## src/rtl/argmax_pkg.sv

```systemverilog
// Shared types and width helpers for the argmax classifier decision stage.
package argmax_pkg;

  typedef enum logic [1:0] {IDLE, SCAN, DONE} argmax_state_t;

  // Index width for an N-element vector; never narrower than one bit.
  function automatic int idx_width(input int n);
    return (n < 2) ? 1 : $clog2(n);
  endfunction

endpackage

```

## src/rtl/argmax_out_8.sv

```systemverilog
// Streams an N-element signed score vector and reports the index and value
// of its maximum on a valid/ready result port (earliest index wins ties).
module argmax_out_8
  import argmax_pkg::*;
#(
  parameter int N = 8,
  parameter int T = 8,
  localparam int IW = idx_width(N)
) (
  input  logic                clk,
  input  logic                reset,
  input  logic                input_valid,
  output logic                input_ready,
  input  logic signed [T-1:0] input_data,
  output logic                output_valid,
  input  logic                output_ready,
  output logic [IW-1:0]       output_index,
  output logic signed [T-1:0] output_max
);

  localparam logic [IW-1:0] LAST = IW'(N - 1);

  argmax_state_t       r_state;
  logic [IW-1:0]       r_count;
  logic [IW-1:0]       r_idx;
  logic signed [T-1:0] r_max;
  logic                r_in_ready;
  logic                r_out_valid;

  logic w_accept;
  assign w_accept = input_valid && r_in_ready;

  // NOTE: sequential state uses non-blocking (<=) so every flop samples the
  // pre-edge values; the reset branch is in the sensitivity list, making it async.
  always_ff @(posedge clk or negedge reset) begin
    if (!reset) begin
      r_state     <= IDLE;
      r_count     <= '0;
      r_idx       <= '0;
      r_max       <= '0;
      r_in_ready  <= 1'b0;
      r_out_valid <= 1'b0;
    end else begin
      case (r_state)
        IDLE: begin
          r_state    <= SCAN;
          r_in_ready <= 1'b1;
        end
        SCAN: begin
          if (w_accept) begin
            // Strict '>' keeps the lower index on ties.
            if (r_count == '0 || input_data > r_max) begin
              r_max <= input_data;
              r_idx <= r_count;
            end
            if (r_count == LAST) begin
              r_count     <= '0;
              r_state     <= DONE;
              r_in_ready  <= 1'b0;
              r_out_valid <= 1'b1;
            end else begin
              r_count <= r_count + 1'b1;
            end
          end
        end
        DONE: begin
          if (output_ready) begin
            r_state     <= SCAN;
            r_out_valid <= 1'b0;
            r_in_ready  <= 1'b1;
          end
        end
        default: begin
          r_state     <= IDLE;
          r_in_ready  <= 1'b0;
          r_out_valid <= 1'b0;
        end
      endcase
    end
  end

  assign input_ready  = r_in_ready;
  assign output_valid = r_out_valid;
  assign output_index = r_idx;
  assign output_max   = r_max;

endmodule
```

## config.mk

```make
export PLATFORM = sky130hd
export DESIGN_NAME = argmax_out_8
export DESIGN_NICKNAME = d
export VERILOG_FILES = /design/src/rtl/argmax_pkg.sv /design/src/rtl/argmax_out_8.sv
export SDC_FILE = /design/constraint.sdc
export NUM_CORES = 1
export LEC_CHECK = 0
export BUFFER_PORTS_ARGS = -buffer_cell sky130_fd_sc_hd__buf_2
export CAP_MARGIN = 20
export CELL_PAD_IN_SITES_DETAIL_PLACEMENT = 1
export CELL_PAD_IN_SITES_GLOBAL_PLACEMENT = 1
export CORE_MARGIN = 2
export CORE_UTILIZATION = 44
export CTS_BUF_LIST = sky130_fd_sc_hd__clkbuf_16
export DETAILED_ROUTE_END_ITERATION = 10
export PLACE_DENSITY = 0.88
export SLEW_MARGIN = 0
export SYNTH_ARGS = -nofsm -noshare
export SYNTH_HDL_FRONTEND = slang
export SYNTH_SLANG_ARGS = --single-unit
```

## constraint.sdc

```tcl
create_clock -name clk -period 6.46 [get_ports clk]
set_clock_uncertainty 0.05 [all_clocks]
set_input_delay 0.646 -clock clk [delete_from_list [all_inputs] [get_ports clk]]
set_output_delay 0.646 -clock clk [all_outputs]
set_load 0.05 [all_outputs]
```

==> impl_metrics.yaml, run 1 <==
synthesis:
  synthCells: 87
  syn_area_per_cell_sq_um: 11.8
  synth-simple-area-share_pct: 11.9
  synth-xor-area-share_pct: 0
  synth_seq_area_share_pct: 43.8
  synth.cell_area_sq_mm: 0.00103
  synth_top_area_cell: "dfrtp_1"
  synthMuxAreaShare_pct: 13.2
  synth_compound_area_share_pct: 13.6
  yosysTopAreaCellShare_pct: 43.8
  synth_adder_area_share_pct: 13.4
  yosys-top-cells-area: "dfrtp_1 (44%), ha_1 (13%), mux2_2 (13%), inv_1 (4.0%), a311oi_4 (2.6%)"
  synth_seq_cells: 18
  yosys_warnings: 0
  synth_nets: 110
  synth.distinct_cells: 25
  synth_top_family_by_area: "compound AO/OA/AOI/OAI gates"
clock_network:
  h-tree-depth: 1
  clk_latency_ns: 0.25
  cts_made_buffers: 3
  ctsHoldBuffers: 0
  cts_tree: "built"
  cts-root-buf: "clkbuf_16"
  clk_pin_slew_ns: 0.06
  clock_path_buffers: 2
  clock_sinks: 18
  postCtsSetupBuffers: 0
  cts_resized: 0
die:
  fp.dieH_um: 52.3
  io_pins: 25
  initial_core_util_pct: 46.4
  core_area_sq_mm: 0.00221
  die_w_um: 52.3
  die-area_sq_mm: 0.00274
  row_count: 17
sta:
  finalSetupViolCount: 0
  slew_headroom_pct: 70.9
  slew_violations: 0
  fin_crit_ns: 2.57
  worst_pin_slew_ns: 0.435
  min_period_over_period_pct: 39.8
  rsz0062_at_grt: "no"
  hold_violations: 0
  tns_ns: 0
  max_freq_mhz: 389
finish:
  num_antenna_cells: 0
  final_common_cell: "buf_2"
  layout_common_cells: "buf_2 (24), dfrtp_1 (18), mux2_2 (12), inv_1 (11), ha_1 (11)"
  synthToLayoutAreaGrowth_pct: 22.8
  drive_gt1_share_pct: 38.3
  final_nets: 139
critical_path:
  r2r_slack_ns: 3.98
  rr_endpoint: "output_max[1]"
  path_cells: "buf_2 -> ha_1 -> nor3b_2 -> a21boi_0 -> nand3_1 -> a21oi_4 -> mux2_2"
  arrival_ns: 2.66
  required_ns: 6.55
  reg2reg_depth: 7
  r2r_start: "output_max[7]"
  max_stage_delay_ns: 0.39
  cp_max_fo: 10
  crit_type: "in2reg"
  startpoint: "input_data[7]"
  end_kind: "flip-flop"
  worstSetupStartpointType: "primary input"
  cp_slowest_cell: "a21oi_4"
routing:
  wl_um: 2440
  drc: 0
  drt_pass1_iterations: 2
  wl_per_cell_um: 17.0
  via_count: 774
  ant_nets: 0
  drtIter0Drc: 3
  vias_per_cell: 5.41
global_routing:
  overflow: 0
  grt.met1_usage_pct: 20.6
  antenna_found_initial: 0
  met2_usage_pct: 40.2
  grt_use_met3_pct: 3.14
  gr-max-usage-layer: "met2"
  grt_pass1_wl_um: 3930
  grt_pass1_vias: 805
  grt_max_degree: 19
  grtUsageTotal_pct: 20.8
hold_path:
  hold_path.class: "in2async"
run_status:
  status: "finished clean"
placement:
  gp_congestion: 0.713
  io_buffers: 24
  hpwl_um: 1810
job:
  max_cap_violations: 0
metrics by stage:
step | hold WS (ns) | area (sq um) | worst slack (ns) | std cells | utilization (%)
CTS | 0.279 | 1260 | 3.88 | 143 | 57.0
detailed placement | 0.448 | 1180 | 3.63 | 139 | 53.5
global placement | 0.444 | 1180 | 3.87 | 139 | 53.5
finish | 0.265 | 1260 | 3.89 | 143 | 57.0
floorplan | 0.300 | 1030 | 4.05 | 87 | -
global route | 0.305 | 1260 | 3.81 | 143 | 57.0
layout make-up:
type | instances | area, sq um
inverters | 11 | 41.3
clock buffers | 3 | 75.1
flip-flops and latches | 18 | 450
repair buffers | 24 | 120
multi-input cells | 58 | 536
clock inverters | 1 | 3.75
well taps | 28 | 35.0
fillers | 256 | 951
sequential cells by signal, indices dropped and copies added, names as in the netlist:
signal	flops
output_max	8
output_index	3
r_count	3
r_state	2
input_ready	1
output_valid	1
worst max-delay path: cells and delay by family:
kind / cells / cell delay (ns)
AO/OA/AOI/OAI: 2 / 0.67
AND/OR/NAND/NOR: 2 / 0.51
multiplexers: 1 / 0.39
adder cells (fa/ha/maj): 1 / 0.32
buffers and inverters: 1 / 0.11
cell usage after synthesis:
| library cell | n |
|---|---|
| a21boi_0 | 2 |
| a21o_1 | 3 |
| a21oi_1 | 2 |
| a21oi_4 | 1 |
| a22oi_1 | 1 |
| a311oi_4 | 1 |
| a31o_2 | 1 |
| a41oi_1 | 1 |
| dfrtp_1 | 18 |
| ha_1 | 11 |
| inv_1 | 11 |
| mux2_2 | 12 |
| nand2_1 | 4 |
| nand2b_1 | 3 |
| nand3_1 | 2 |
| nand4_1 | 2 |
| nand4b_4 | 1 |
| nor2_1 | 3 |
| nor2b_1 | 1 |
| nor3_1 | 1 |
| nor3b_1 | 1 |
| nor3b_2 | 1 |
| o211ai_1 | 1 |
| o21ai_0 | 2 |
| o21bai_1 | 1 |
how the worst max path moves through the flow:
| stage | end | slack (ns) | depth (start not counted) |
|---|---|---|---|
| 2_1_floorplan | output_index[0] | 4.05 | 7 |
| 6_report | output_max[1] | 3.89 | 7 |
| 3_3_place_gp | output_index[0] | 3.87 | 7 |
| 4_1_cts | output_max[4] | 3.88 | 7 |
| 5_1_grt | output_max[3] | 3.81 | 7 |
| 3_5_place_dp | output_max[1] | 3.63 | 7 |
cell families after synthesis:
family                   after synthesis
buffers and inverters                 11
adder cells (fa/ha/maj)               11
multiplexers                          12
AND/OR/NAND/NOR                       19
flip-flops                            18
AO/OA/AOI/OAI                         16
metal layers:
metal  routed length (um)  up-vias
li1                     -      366
met1                  904      376
met2                 1350       23
met3                   95        9
met4                   88        0
met5                    0        -
Power of run 1 is left out: the tool's default activity adds up to more than one toggle a clock period on the data nets, which glitch-free logic cannot reach.
==> inputs of run 2 (changes only) <==
ABC_AREA = 1   (was unset)
CORE_UTILIZATION = 35   (was 44)
PLACE_DENSITY = 0.79   (was 0.88)
clock period = 2.07 ns   (was 6.46 ns; I/O delays follow)
==> run 2 against run 1 <==
Net effect: sequential share of layout area decreased by 1.8 points; utilization decreased by 13 points; routed wire length increased by 6.7%; via count increased by 20%; register-to-register slack got worse by 3.8 ns; critical path type is now reg2reg; worst setup slack got worse by 3.7 ns; synthesized cell count increased by 44%; critical path depth increased by 4; first-iteration DRC count increased to 7.3 times the previous value; final cell count increased by 30%; non-clock buffer count increased by 3.
==> impl_metrics.yaml, run 2 <==
synthesis:
  synth_common_cells: "nand2_1 (22), nand2_2 (22), dfrtp_1 (18)"
  synthCells: 125
  synth.distinct_cells: 18
  yosysTopAreaCellShare_pct: 41.5
  synth_seq_cells: 18
  synth_top_area_cell: "dfrtp_1"
  synth_top_flop_cell: "dfrtp_1"
  yosys_warnings: 0
  synth_edf_count: 0
  synth.cell_area_sq_mm: 0.00108
  synth_seq_area_share_pct: 41.5
  synth_nets: 148
  async_flop_share_pct: 100
  syn_area_per_cell_sq_um: 8.68
  yosys-top-cells-area: "dfrtp_1 (42%), ha_1 (13%), nand2_2 (13%), nand2_1 (7.6%), nand3_1 (6.5%)"
power_and_ir_drop:
  p_per_area_mw_per_mm2: 1740
  p_leak_nw: 0.726
  irDropWorstVdd_v: 0.000521
  power_mw: 2.31
placement:
  hpwl_um: 1950
  placedCellCount: 181
  io_buffers: 24
  dpl_cell_area_sq_mm: 0.00123
  gp_congestion: 0.761
sta:
  rsz0062_at_grt: "no"
  slew_headroom_pct: 71.1
  tns_ns: 0
  finalSetupViolCount: 0
  hold_violations: 0
  max_freq_mhz: 539
  worst_pin_slew_ns: 0.434
  fin_crit_ns: 1.86
  min_period_over_period_pct: 89.6
  slew_violations: 0
finish:
  stdcell_area_sq_mm: 0.00133
  layout_common_cells: "buf_2 (24), nand2_1 (22), nand2_2 (21), dfrtp_1 (18), inv_1 (17)"
  fillers: 378
  final_cells: 186
  synthToLayoutAreaGrowth_pct: 22.5
  num_antenna_cells: 0
  largest_register_ffs: 8
  drive_gt1_share_pct: 35.9
  post-route-util_pct: 44.3
  final_nets: 177
  final_common_cell: "buf_2"
clock_network:
  clk_latency_ns: 0.26
  h-tree-depth: 1
  clock_sinks: 18
  clk_pin_slew_ns: 0.06
  cts-root-buf: "clkbuf_16"
  cts_tree: "built"
  clock_path_buffers: 2
  cts_made_buffers: 3
hold_path:
  hold_path.class: "in2reg"
global_routing:
  grtUsageTotal_pct: 16.7
  antenna_found_initial: 0
  overflow: 0
  grt_max_degree: 19
  grt_pass1_wl_um: 4310
  grt_pass1_vias: 1008
routing:
  wl_um: 2600
  drtIter0Drc: 22
  ant_nets: 0
  drc: 0
  drt_pass1_iterations: 4
  via_count: 930
  vias_per_cell: 5.00
  wl_per_cell_um: 14.0
critical_path:
  rr_endpoint: "output_index[2]"
  path_cells: "inv_1 -> ha_1 -> a21o_1 -> nor2_2 -> nand2_1 -> nand2_1 -> nand3_2 -> nand2_2 -> nand2_4 -> nand2_2 -> nand2_2"
  crit_top_cell: "nand2_2"
  cp_slowest_cell: "dfrtp_1"
  reg2reg_depth: 11
  required_ns: 2.16
  end_kind: "flip-flop"
  r2r_slack_ns: 0.21
  cp_max_fo: 11
  max_stage_delay_ns: 0.38
  r2r_start: "output_max[7]"
  crit_path_end: "output_index[2]"
  worstSetupStartpointType: "flip-flop"
  startpoint: "output_max[7]"
  crit_type: "reg2reg"
  arrival_ns: 1.95
die:
  die-area_sq_mm: 0.00356
  io_pins: 25
  core_area_sq_mm: 0.00300
  row_count: 20
  fp.dieH_um: 59.7
  initial_core_util_pct: 36.1
  die_w_um: 59.7
job:
  max_cap_violations: 0
run_status:
  status: "finished clean"
-- run 2: cell types whose count changed after synthesis, sizes merged, moves of 3 or more --
cell | previous run | this run
nand2b | 3 | 0
inv | 11 | 17
mux2 | 12 | 0
nand2 | 4 | 44
nand3 | 2 | 15
buf | 0 | 3
-- run 2: worst min-delay path by stage --
| stage | startpoint | to | slack [ns] | cells after the start |
|---|---|---|---|---|
| floorplan | reset | input_ready | -0.14 | 0 |
| global placement | reset | output_max[2] | 0.11 | 1 |
| detailed placement | reset | output_max[3] | 0.12 | 1 |
| CTS | input_data[6] | output_max[6] | 0.16 | 3 |
| global route | input_data[2] | output_max[2] | 0.19 | 3 |
| finish | input_data[6] | output_max[6] | 0.16 | 3 |
-- run 2: final cells by class --
type,count,area [sq um],share of cell area (%)
inverters,17,63.8,4.80
clock buffers,3,75.1,5.65
flip-flops and latches,18,450,33.9
repair buffers,27,149,11.2
well taps,33,41.3,3.11
clock inverters,1,3.75,0.282
multi-input cells,87,546,41.1
-- run 2: worst max-delay path, delay by kind of cell (launching register included) --
family                     cells  cell delay (ns)
AOI/OAI and AO/OA              1             0.21
DFF                            1             0.38
buffers and inverters          1             0.06
and+or+nand+nor                8             0.71
adders and majority gates      1             0.34
-- run 2: metrics by stage --
step | hold WS [ns] | setup WS (ns)
after detailed placement | 0.123 | 0.167
after global placement | 0.114 | 0.213
after floorplan | -0.139 | 0.0184
final | 0.164 | 0.215
after CTS | 0.159 | 0.113
after global routing | 0.190 | 0.0284
-- run 2: logic make-up after synthesis --
logic type / after synthesis / share of synthesized area (%)
buf+inv: 20 / 8.65
fa+ha+maj: 11 / 12.7
simple gates: 67 / 32.6
flops: 18 / 41.5
compound gates: 9 / 4.50
-- run 2: timing repair --
action | CTS | global route
hold endpoints to repair | 18 | 0
endpoints found under the setup margin | 0 | 11
setup buffers | 0 | 0
hold buffers | 1 | 0
resized for setup | 0 | 2
-- run 2: power by group --
part,switching (mW),total [mW],internal [mW]
clock network,0.145,0.403,0.258
logic,0.907,1.28,0.373
registers,0.120,0.626,0.505
total,1.17,2.31,1.14
-- run 2: per-layer routing --
metal / GRT usage [%] / up-vias / wire length, um
met4: 7.62 / 0 / 48
met3: 2.81 / 5 / 110
met5: 0 / - / 0
li1: - / 452 / -
met2: 31.5 / 20 / 1460
met1: 17.7 / 453 / 977
Power figures use the tool's default switching activity.
==> inputs of run 3 (changes only) <==
CTS_BUF_LIST = unset   (was sky130_fd_sc_hd__clkbuf_16)
==> run 3 against run 2 <==
Net effect: utilization fell by 1.5 points; register-to-register slack barely moved; die area did not move; critical path type unchanged.
==> impl_metrics.yaml, run 3 (synthesis gave the netlist of run 2 again) <==
sta:
  hold_violations: 0
  slew_headroom_pct: 71.6
  fin_crit_ns: 1.86
  worst_pin_slew_ns: 0.426
  max_freq_mhz: 539
  min_period_over_period_pct: 89.6
  tns_ns: 0
  finalSetupViolCount: 0
  slew_violations: 0
clock_network:
  clock_sinks: 18
  postCtsSetupBuffers: 0
  cts-root-buf: "clkbuf_4"
  clk_pin_slew_ns: 0.11
  cts_tree: "built"
  h-tree-depth: 1
  cts_made_buffers: 3
  clk_latency_ns: 0.30
  clock_path_buffers: 2
die:
  die-area_sq_mm: 0.00356
  io_pins: 25
  initial_core_util_pct: 36.1
  core_area_sq_mm: 0.00300
  fp.dieH_um: 59.7
  row_count: 20
  die_w_um: 59.7
power_and_ir_drop:
  p_clk_share_pct: 10.7
  p_leak_nw: 0.707
  p_sw_mw: 1.13
  internal_power_mw: 0.970
  p_per_area_mw_per_mm2: 1640
  combPwrFrac_pct: 59.6
  power_mw: 2.10
  seqPwrFrac_pct: 29.7
  irDropWorstVdd_v: 0.000512
  switching_share_pct: 53.9
finish:
  synthToLayoutAreaGrowth_pct: 18.2
  stdcell_area_sq_mm: 0.00128
  post-route-util_pct: 42.7
  final_common_cell: "buf_2"
  layout_common_cells: "buf_2 (24), nand2_1 (22), nand2_2 (21), dfrtp_1 (18), inv_1 (17)"
  final_nets: 177
  largest_register_ffs: 8
  drive_gt1_share_pct: 36.6
  num_antenna_cells: 0
  fillers: 378
hold_path:
  hold_path.class: "in2reg"
  worstHoldStart: "input_data[6]"
  min_path_cells: 3
job:
  max_cap_violations: 0
global_routing:
  antenna_found_initial: 0
  grtUsageTotal_pct: 15.8
  overflow: 0
  grt_max_degree: 19
  grt_pass1_wl_um: 4230
  grt_pass1_vias: 1000
critical_path:
  r2r_start: "output_max[7]"
  crit_type: "reg2reg"
  cp_slowest_cell: "dfrtp_1"
  crit_path_end: "output_max[7]"
  r2r_slack_ns: 0.21
  arrival_ns: 2.05
  path_cells: "inv_1 -> ha_1 -> a21o_1 -> nor2_2 -> nand2_1 -> nand2_1 -> nand3_2 -> nand2_2 -> buf_4 -> nand3_1 -> nand2_2"
  end_kind: "flip-flop"
  required_ns: 2.27
  cp_max_fo: 11
  reg2reg_depth: 11
  rr_endpoint: "output_max[7]"
  startpoint: "output_max[7]"
  worstSetupStartpointType: "flip-flop"
  max_stage_delay_ns: 0.40
routing:
  wl_per_cell_um: 13.3
  via_count: 907
  drtIter0Drc: 10
  wl_um: 2470
  drc: 0
  ant_nets: 0
  vias_per_cell: 4.88
  drt_pass1_iterations: 4
placement:
  io_buffers: 24
  dpl_cell_area_sq_mm: 0.00123
  hpwl_um: 1950
  gp_congestion: 0.761
run_status:
  status: "finished clean"
[run 3: critical path: cells and delay by family, from the launching register on]
kind                     cells  cell delay, ns
buffers and inverters        2            0.23
adder cells (fa/ha/maj)      1            0.33
flip-flops                   1            0.40
AND/OR/NAND/NOR              7            0.60
AO/OA/AOI/OAI                1            0.21
[run 3: power by group through the flow]
stage	sequential, mW	clock (mW)	combinational (mW)
2_1_floorplan	1.02	0	0.571
3_3_place_gp	0.621	0	1.21
3_5_place_dp	0.634	0	1.26
4_1_cts	0.627	0.244	1.26
5_1_grt	0.645	0.254	1.40
6_report	0.624	0.225	1.25
[run 3: how the worst min path moves through the flow]
stage	to	slack, ns
final	output_max[6]	0.12
after global placement	output_max[2]	0.11
after floorplan	input_ready	-0.14
after CTS	output_max[6]	0.09
after global routing	output_max[2]	0.12
after detailed placement	output_max[3]	0.12
[run 3: final cells by class]
class | count | area [sq um] | share of cell area, %
clock buffers | 4 | 36.3 | 2.83
repair buffers | 27 | 145 | 11.3
flip-flops and latches | 18 | 450 | 35.1
multi-input cells | 87 | 546 | 42.5
inverters | 17 | 63.8 | 4.98
well taps | 33 | 41.3 | 3.22
[run 3: stage by stage]
| stage | setup WS (ns) | instances | hold WS (ns) |
|---|---|---|---|
| global route | -0.00638 | 186 | 0.117 |
| global placement | 0.213 | 181 | 0.114 |
| finish | 0.215 | 186 | 0.117 |
| floorplan | 0.0184 | 125 | -0.139 |
| CTS | 0.141 | 186 | 0.0930 |
| detailed placement | 0.167 | 181 | 0.123 |
[run 3: layer usage]
| metal | up-vias | GRT usage, % | share of wire, % |
|---|---|---|---|
| met5 | - | 0 | 0 |
| met4 | 0 | 4.76 | 0 |
| met3 | 0 | 2.16 | 4.1 |
| met2 | 17 | 30.6 | 57 |
| met1 | 440 | 17.4 | 39 |
| li1 | 450 | - | - |
[run 3: timing repair]
item                       in CTS  in global routing
gates resized for setup         0                  1
hold endpoints to repair       18                  0
hold buffers                    1                  0
setup endpoints to repair       0                 11
